`config.mk`:
```
export PLATFORM = sky130hd
export DESIGN_NAME = calculus_grad_unit_flat
export DESIGN_NICKNAME = d
export VERILOG_FILES = /design/src/rtl/calculus_grad_unit_if.sv /design/src/rtl/calculus_grad_unit.sv /design/src/flat_wrapper.sv
export SDC_FILE = /design/constraint.sdc
export NUM_CORES = 1
export LEC_CHECK = 0
export CAP_MARGIN = 20
export CORE_MARGIN = 1.5
export CORE_UTILIZATION = 45
export DETAILED_ROUTE_END_ITERATION = 10
export PLACE_DENSITY_LB_ADDON = 0.3
export REMOVE_ABC_BUFFERS = 1
export SLEW_MARGIN = 40
export SYNTH_ARGS = -nofsm -noshare
export SYNTH_HDL_FRONTEND = slang
export SYNTH_SLANG_ARGS = --single-unit
```
`constraint.sdc`:
```
create_clock -name clk -period 11.33 [get_ports clk]
set_input_delay 1.6995 -clock clk [delete_from_list [all_inputs] [get_ports clk]]
set_output_delay 1.6995 -clock clk [all_outputs]
set_load 0.03 [all_outputs]
```
`src/rtl/calculus_grad_unit_if.sv`:
```
// Handshake bundle between a lane's gradient unit and its neighbours.
// The master side feeds beats in and accepts results; the slave side is the unit.
interface calculus_grad_unit_if #(
    parameter int FUNCTION_BITS = 4,
    parameter int BIT_WIDTH     = 32
);
    logic                     in_valid;
    logic                     in_ready;
    logic [FUNCTION_BITS-1:0] fn;
    logic [BIT_WIDTH-1:0]     data_in0;
    logic [BIT_WIDTH-1:0]     data_in1;
    logic [7:0]               dest_integer_bits;
    logic [7:0]               src2_integer_bits;
    logic                     out_valid;
    logic                     out_ready;
    logic [BIT_WIDTH-1:0]     data_out;
    logic                     out_illegal;

    modport master (
        output in_valid, fn, data_in0, data_in1, dest_integer_bits, src2_integer_bits, out_ready,
        input  in_ready, out_valid, data_out, out_illegal
    );

    modport slave (
        input  in_valid, fn, data_in0, data_in1, dest_integer_bits, src2_integer_bits, out_ready,
        output in_ready, out_valid, data_out, out_illegal
    );
endinterface

```
`src/rtl/calculus_grad_unit.sv`:
```
// ReLU'/ABS'/SIGN' backward gradient with fixed-point realignment; CALC_GRAD_SAT_EN enables saturation.
// Latency 2 cycles from acceptance, 1 beat/cycle throughput.
// A stalled output holds both stages; in_ready drops only when both stages are full.
module calculus_grad_unit #(
    parameter int FUNCTION_BITS = 4,
    parameter int BIT_WIDTH     = 32
) (
    input logic                 clk,
    input logic                 reset,
    calculus_grad_unit_if.slave bus
);
    localparam logic [FUNCTION_BITS-1:0] FN_RELU = FUNCTION_BITS'(0);
    localparam logic [FUNCTION_BITS-1:0] FN_ABS  = FUNCTION_BITS'(2);
    localparam logic [FUNCTION_BITS-1:0] FN_SIGN = FUNCTION_BITS'(3);
    localparam logic [8:0]               W9      = 9'(BIT_WIDTH);
`ifdef CALC_GRAD_SAT_EN
    localparam logic [BIT_WIDTH-1:0] MAX_V = {1'b0, {(BIT_WIDTH-1){1'b1}}};
    localparam logic [BIT_WIDTH-1:0] MIN_V = {1'b1, {(BIT_WIDTH-1){1'b0}}};
`endif

    logic                     s1_valid;
    logic [FUNCTION_BITS-1:0] s1_fn;
    logic                     s1_x_neg;
    logic [BIT_WIDTH-1:0]     s1_g;
    logic signed [8:0]        s1_sh;

    logic                     s2_valid;
    logic [BIT_WIDTH-1:0]     s2_data;
    logic                     s2_illegal;

    logic adv1, adv2;
    assign adv2         = ~s2_valid | bus.out_ready;
    assign adv1         = ~s1_valid | adv2;
    assign bus.in_ready = adv1;

    assign bus.out_valid   = s2_valid;
    assign bus.data_out    = s2_data;
    assign bus.out_illegal = s2_illegal;

    // Only the sign of x matters to every supported derivative.
    always_ff @(posedge clk or negedge reset) begin
        if (!reset) begin
            s1_valid <= 1'b0;
            s1_fn    <= '0;
            s1_x_neg <= 1'b0;
            s1_g     <= '0;
            s1_sh    <= '0;
        end else if (adv1) begin
            s1_valid <= bus.in_valid;
            if (bus.in_valid) begin
                s1_fn    <= bus.fn;
                s1_x_neg <= bus.data_in0[BIT_WIDTH-1];
                s1_g     <= bus.data_in1;
                s1_sh    <= $signed({1'b0, bus.dest_integer_bits}) - $signed({1'b0, bus.src2_integer_bits});
            end
        end
    end

    logic [BIT_WIDTH-1:0] neg_g, p, res;
    logic                 illegal;
    logic [8:0]           sh_pos, sh_neg, amt;
`ifdef CALC_GRAD_SAT_EN
    logic [2*BIT_WIDTH-1:0] ext;
    logic                   ovf;
`endif

    assign sh_pos = s1_sh;
    assign sh_neg = -s1_sh;

    always_comb begin
        neg_g   = -s1_g;
`ifdef CALC_GRAD_SAT_EN
        if (s1_g == MIN_V) neg_g = MAX_V;
`endif
        p       = '0;
        illegal = 1'b0;
        case (s1_fn)
            FN_RELU: p = s1_x_neg ? '0 : s1_g;
            FN_ABS:  p = s1_x_neg ? neg_g : s1_g;
            FN_SIGN: p = '0;
            default: illegal = 1'b1;
        endcase

        res = p;
        amt = '0;
`ifdef CALC_GRAD_SAT_EN
        ext = '0;
        ovf = 1'b0;
`endif
        if (!s1_sh[8] && (s1_sh != 9'sd0)) begin
            // Shifting past the width leaves only copies of the sign bit.
            amt = (sh_pos >= W9) ? W9 - 9'd1 : sh_pos;
            res = $signed(p) >>> amt;
        end else if (s1_sh[8]) begin
            amt = (sh_neg >= W9) ? W9 : sh_neg;
`ifdef CALC_GRAD_SAT_EN
            ext = {{BIT_WIDTH{p[BIT_WIDTH-1]}}, p} << amt;
            ovf = ext[2*BIT_WIDTH-1:BIT_WIDTH-1] != {(BIT_WIDTH+1){p[BIT_WIDTH-1]}};
            res = ovf ? (p[BIT_WIDTH-1] ? MIN_V : MAX_V) : ext[BIT_WIDTH-1:0];
`else
            res = p << amt;
`endif
        end
    end

    always_ff @(posedge clk or negedge reset) begin
        if (!reset) begin
            s2_valid   <= 1'b0;
            s2_data    <= '0;
            s2_illegal <= 1'b0;
        end else if (adv2) begin
            s2_valid <= s1_valid;
            if (s1_valid) begin
                s2_data    <= res;
                s2_illegal <= illegal;
            end
        end
    end
endmodule

```
`src/flat_wrapper.sv`:
```
// flat-port wrapper written by rule: the top's interface ports become plain ports
module calculus_grad_unit_flat 
#(
    parameter int FUNCTION_BITS = 4,
    parameter int BIT_WIDTH     = 32
)
  (clk, reset, bus_in_valid, bus_fn, bus_data_in0, bus_data_in1, bus_dest_integer_bits, bus_src2_integer_bits, bus_out_ready, bus_in_ready, bus_out_valid, bus_data_out, bus_out_illegal);
  calculus_grad_unit_if #(.FUNCTION_BITS(FUNCTION_BITS), .BIT_WIDTH(BIT_WIDTH)) bus_i ();
  input logic clk;
  input logic reset;
  input wire logic [$bits(bus_i.in_valid)-1:0] bus_in_valid;
  input wire logic [$bits(bus_i.fn)-1:0] bus_fn;
  input wire logic [$bits(bus_i.data_in0)-1:0] bus_data_in0;
  input wire logic [$bits(bus_i.data_in1)-1:0] bus_data_in1;
  input wire logic [$bits(bus_i.dest_integer_bits)-1:0] bus_dest_integer_bits;
  input wire logic [$bits(bus_i.src2_integer_bits)-1:0] bus_src2_integer_bits;
  input wire logic [$bits(bus_i.out_ready)-1:0] bus_out_ready;
  output wire logic [$bits(bus_i.in_ready)-1:0] bus_in_ready;
  output wire logic [$bits(bus_i.out_valid)-1:0] bus_out_valid;
  output wire logic [$bits(bus_i.data_out)-1:0] bus_data_out;
  output wire logic [$bits(bus_i.out_illegal)-1:0] bus_out_illegal;
  assign bus_i.in_valid = bus_in_valid;
  assign bus_i.fn = bus_fn;
  assign bus_i.data_in0 = bus_data_in0;
  assign bus_i.data_in1 = bus_data_in1;
  assign bus_i.dest_integer_bits = bus_dest_integer_bits;
  assign bus_i.src2_integer_bits = bus_src2_integer_bits;
  assign bus_i.out_ready = bus_out_ready;
  assign bus_in_ready = bus_i.in_ready;
  assign bus_out_valid = bus_i.out_valid;
  assign bus_data_out = bus_i.data_out;
  assign bus_out_illegal = bus_i.out_illegal;
  calculus_grad_unit #(.FUNCTION_BITS(FUNCTION_BITS), .BIT_WIDTH(BIT_WIDTH)) u_core (.clk(clk), .reset(reset), .bus(bus_i));
endmodule
```
==> reports/metrics.cfg <==
[outcome]
status=finished, final reports clean

[grt]
antenna_found_initial=1
track_usage_pct=40.6
overflow=0
grt_max_degree=82
grt_pass1_vias=11466
grt_first_pass_wirelength_mm=73.0

[logic_synthesis]
muxShareOfSynthArea_pct=9.58
synth_cell_types=110
yosysTopAreaCellShare_pct=19.7
synth_compound_area_share_pct=35.3
synthSimpleGateAreaFrac_pct=26.2
yosysWarnings=0
synth_top_family_by_area=compound AO/OA/AOI/OAI gates
synth-seq-area-share_pct=19.7
ys.flop_type=dfrtp_1
ys_seq_elements=81
synth_fa_ha_area_share_pct=1.53
syn_inst=1368
syn_area_um2=10300
synthTopCellsByArea=dfrtp_1, mux2_2, o21ai_0, nor2_1, nand2_1
synth-xor-area-share_pct=1.02
syn_area_per_cell_um2=7.53
synth_top_area_cell=dfrtp_1
synthArstFlopShare_pct=100
synth_edf_count=0

[cts]
post_cts_resized=0
cts_root_buf=clkbuf_16
h-tree-depth=3
clk_pin_slew_worst_paths_ps=80
clock-sinks=81
postCtsHoldBufs=0
numCtsBuffers=9
cts_setup_buffers=0
clk_latency_ps=370
cts.path.max_buffers=2
cts_tree=yes

[place]
gp_congestion=1.00
dp_hpwl_mm=34.9
dp.cells=1656
portBuffers=91

[floorplanning]
die-area_um2=23800
coreArea_um2=22600
io_pins=123
die_w_um=154
die_y_um=154
initial_core_util_pct=45.6
num_rows=55

[critical_path]
cp_slowest_cell=o21a_2
path_common_cell=ha_1
cp_top_family=compound AO/OA/AOI/OAI gates
critPathBufInv=2
start_kind=flip-flop
setup.worst_path.end_class=flip-flop
critical-path-max-stage-delay_ps=620
worstPathMaxFanout=30
cp_cell_sequence=buf_4 > inv_1 > ha_1 > or4b_1 > or2_2 > ha_1 > and2_1 > o21a_2 > mux2i_1 > nor2_1 > o21ai_0 > a31oi_1 > o221ai_1 > o221a_2
critPathKind=reg2reg
arrival_ps=5920
worstPathRequired_ps=11630

[cells_and_area]
drive_gt1_share_pct=12.5
final_common_cell=nor2_1
final_core_util_pct=51.7
area_growth_pct=13.2
nets=1482
nFillCells=2253
final_cell_count_no_fill=1674
final_cell_mix=nor2_1, nand2_1, o21ai_0, clkdlybuf4s50_1, dfrtp_1

[timing]
setup_viol=0
rsz0062_at_grt=no
fin_crit_sh_pct=49.5
finClkSkew_ps=17.9
slew_headroom_pct=31.1
max_clock_freq_mhz=178
period_needed_ps=5610
final-hold-violation-count=0
tightest_slew_ps=1020
maxSlewViolCount=0
fin_tns_setup_ps=0

[drt]
routed_via_density=7.39
ant_nets=0
wl_per_cell_um=28.9
vias=12374
drt_drc_violations_left=0
routed_wl_mm=48.4
drt_iter0_markers=1819
firstDrtPassIters=8

[min_path]
holdCritPathClass=reg2reg

[power]
p_leak_nw=4.11
power.density_nw_per_um2=151
power_mw=1.76
vdd_drop_max_v=0.0000734

[job]
drv_cap=0

==> state kept, by name, indices dropped and copies added (netlist names) <==
signal	flops
u_core.s1_x_neg	1
u_core.bus.out_illegal	1
u_core.bus.out_valid	1
u_core.s1_valid	1
u_core.s1_g	32
u_core.bus.data_out	32
u_core.s1_sh	9
u_core.s1_fn	4
==> cells in the mapped netlist, drive strengths merged, types with 8 or more instances <==
library cell	number
xnor2	8
nor2	136
a21oi	74
a311oi	13
mux2i	39
nor4	27
and2	16
a22oi	13
ha	11
a211oi	45
inv	27
buf	44
o31a	8
a21o	10
o32ai	9
dfrtp	81
o211ai	34
nor3	58
clkbuf	79
o21a	10
nand3	38
o31ai	18
mux2	49
or3	11
nor2b	14
nand2	125
nand4	21
a221oi	9
o22ai	31
o221ai	14
a31oi	20
nand2b	20
o21ai	106
or4	8
o311ai	8
and3	9
==> metrics by stage <==
| step | instance area [um^2] | hold slack, ps | setup slack [ps] |
|---|---|---|---|
| after global placement | 11300 | 461 | 5870 |
| after CTS | 11600 | 484 | 5890 |
| after floorplan | 9710 | 485 | 5730 |
| after global routing | 11700 | 505 | 5640 |
| final | 11700 | 487 | 5720 |
| after detailed placement | 11300 | 467 | 5930 |
==> kinds of logic after synthesis <==
family                     after synthesis
buffers and inverters                  151
xor gates and xnor gates                12
and+or+nand+nor                        512
muxes                                   90
DFF                                     81
AOI/OAI and AO/OA                      510
adders and majority gates               12
==> per-layer routing <==
layer / global-route usage (%) / wire, um / vias up
li1: - / - / 5350
met1: 53.7 / 19300 / 5912
met2: 61.2 / 20600 / 895
met3: 9.50 / 5320 / 217
met4: 21.9 / 3100 / 0
met5: 0 / 0 / -
==> final timing paths <==
check                                         from  depth (start not counted)                       to  slack [ps]
setup / recovery                   u_core.s1_sh[0]                         14  u_core.bus.data_out[15]        5720
hold / removal             u_core.bus.data_out[20]                          2  u_core.bus.data_out[20]         490
setup reg to reg                   u_core.s1_sh[0]                         14  u_core.bus.data_out[15]        5720
hold reg to reg            u_core.bus.data_out[20]                          2  u_core.bus.data_out[20]         490
max in group asynchronous                    reset                          1          u_core.s1_sh[8]        9400
min in group asynchronous                    reset                          1           u_core.s1_g[8]        1390
==> worst register-to-register path: stages (launching register included) <==
cell and delay [ps]:
dfrtp_1 360, buf_4 230, inv_1 510, ha_1 470, or4b_1 560, or2_2 360, ha_1 420, and2_1 200
o21a_2 620, mux2i_1 430, nor2_1 60, o21ai_0 410, a31oi_1 280, o221ai_1 370, o221a_2 250
==> power by group <==
part	total, mW	internal (mW)	switching, mW	leakage, nW
sequential	0.446	0.350	0.0964	0.972
clock	0.352	0.198	0.154	0.160
combinational	0.961	0.323	0.638	2.98
total	1.76	0.871	0.889	4.11
==> area by class of cell <==
| type | count | area, um^2 | area share (%) |
|---|---|---|---|
| multi-input combinational | 1136 | 7650 | 65.6 |
| sequential | 81 | 2030 | 17.4 |
| timing repair buffer | 126 | 1180 | 10.2 |
| tap | 285 | 357 | 3.06 |
| clock buffer | 9 | 225 | 1.93 |
| clock inverter | 7 | 110 | 0.944 |
| inverter | 28 | 105 | 0.901 |
| antenna | 2 | 5.00 | 0.0429 |
Note: power is estimated with default switching activity, not from simulation.
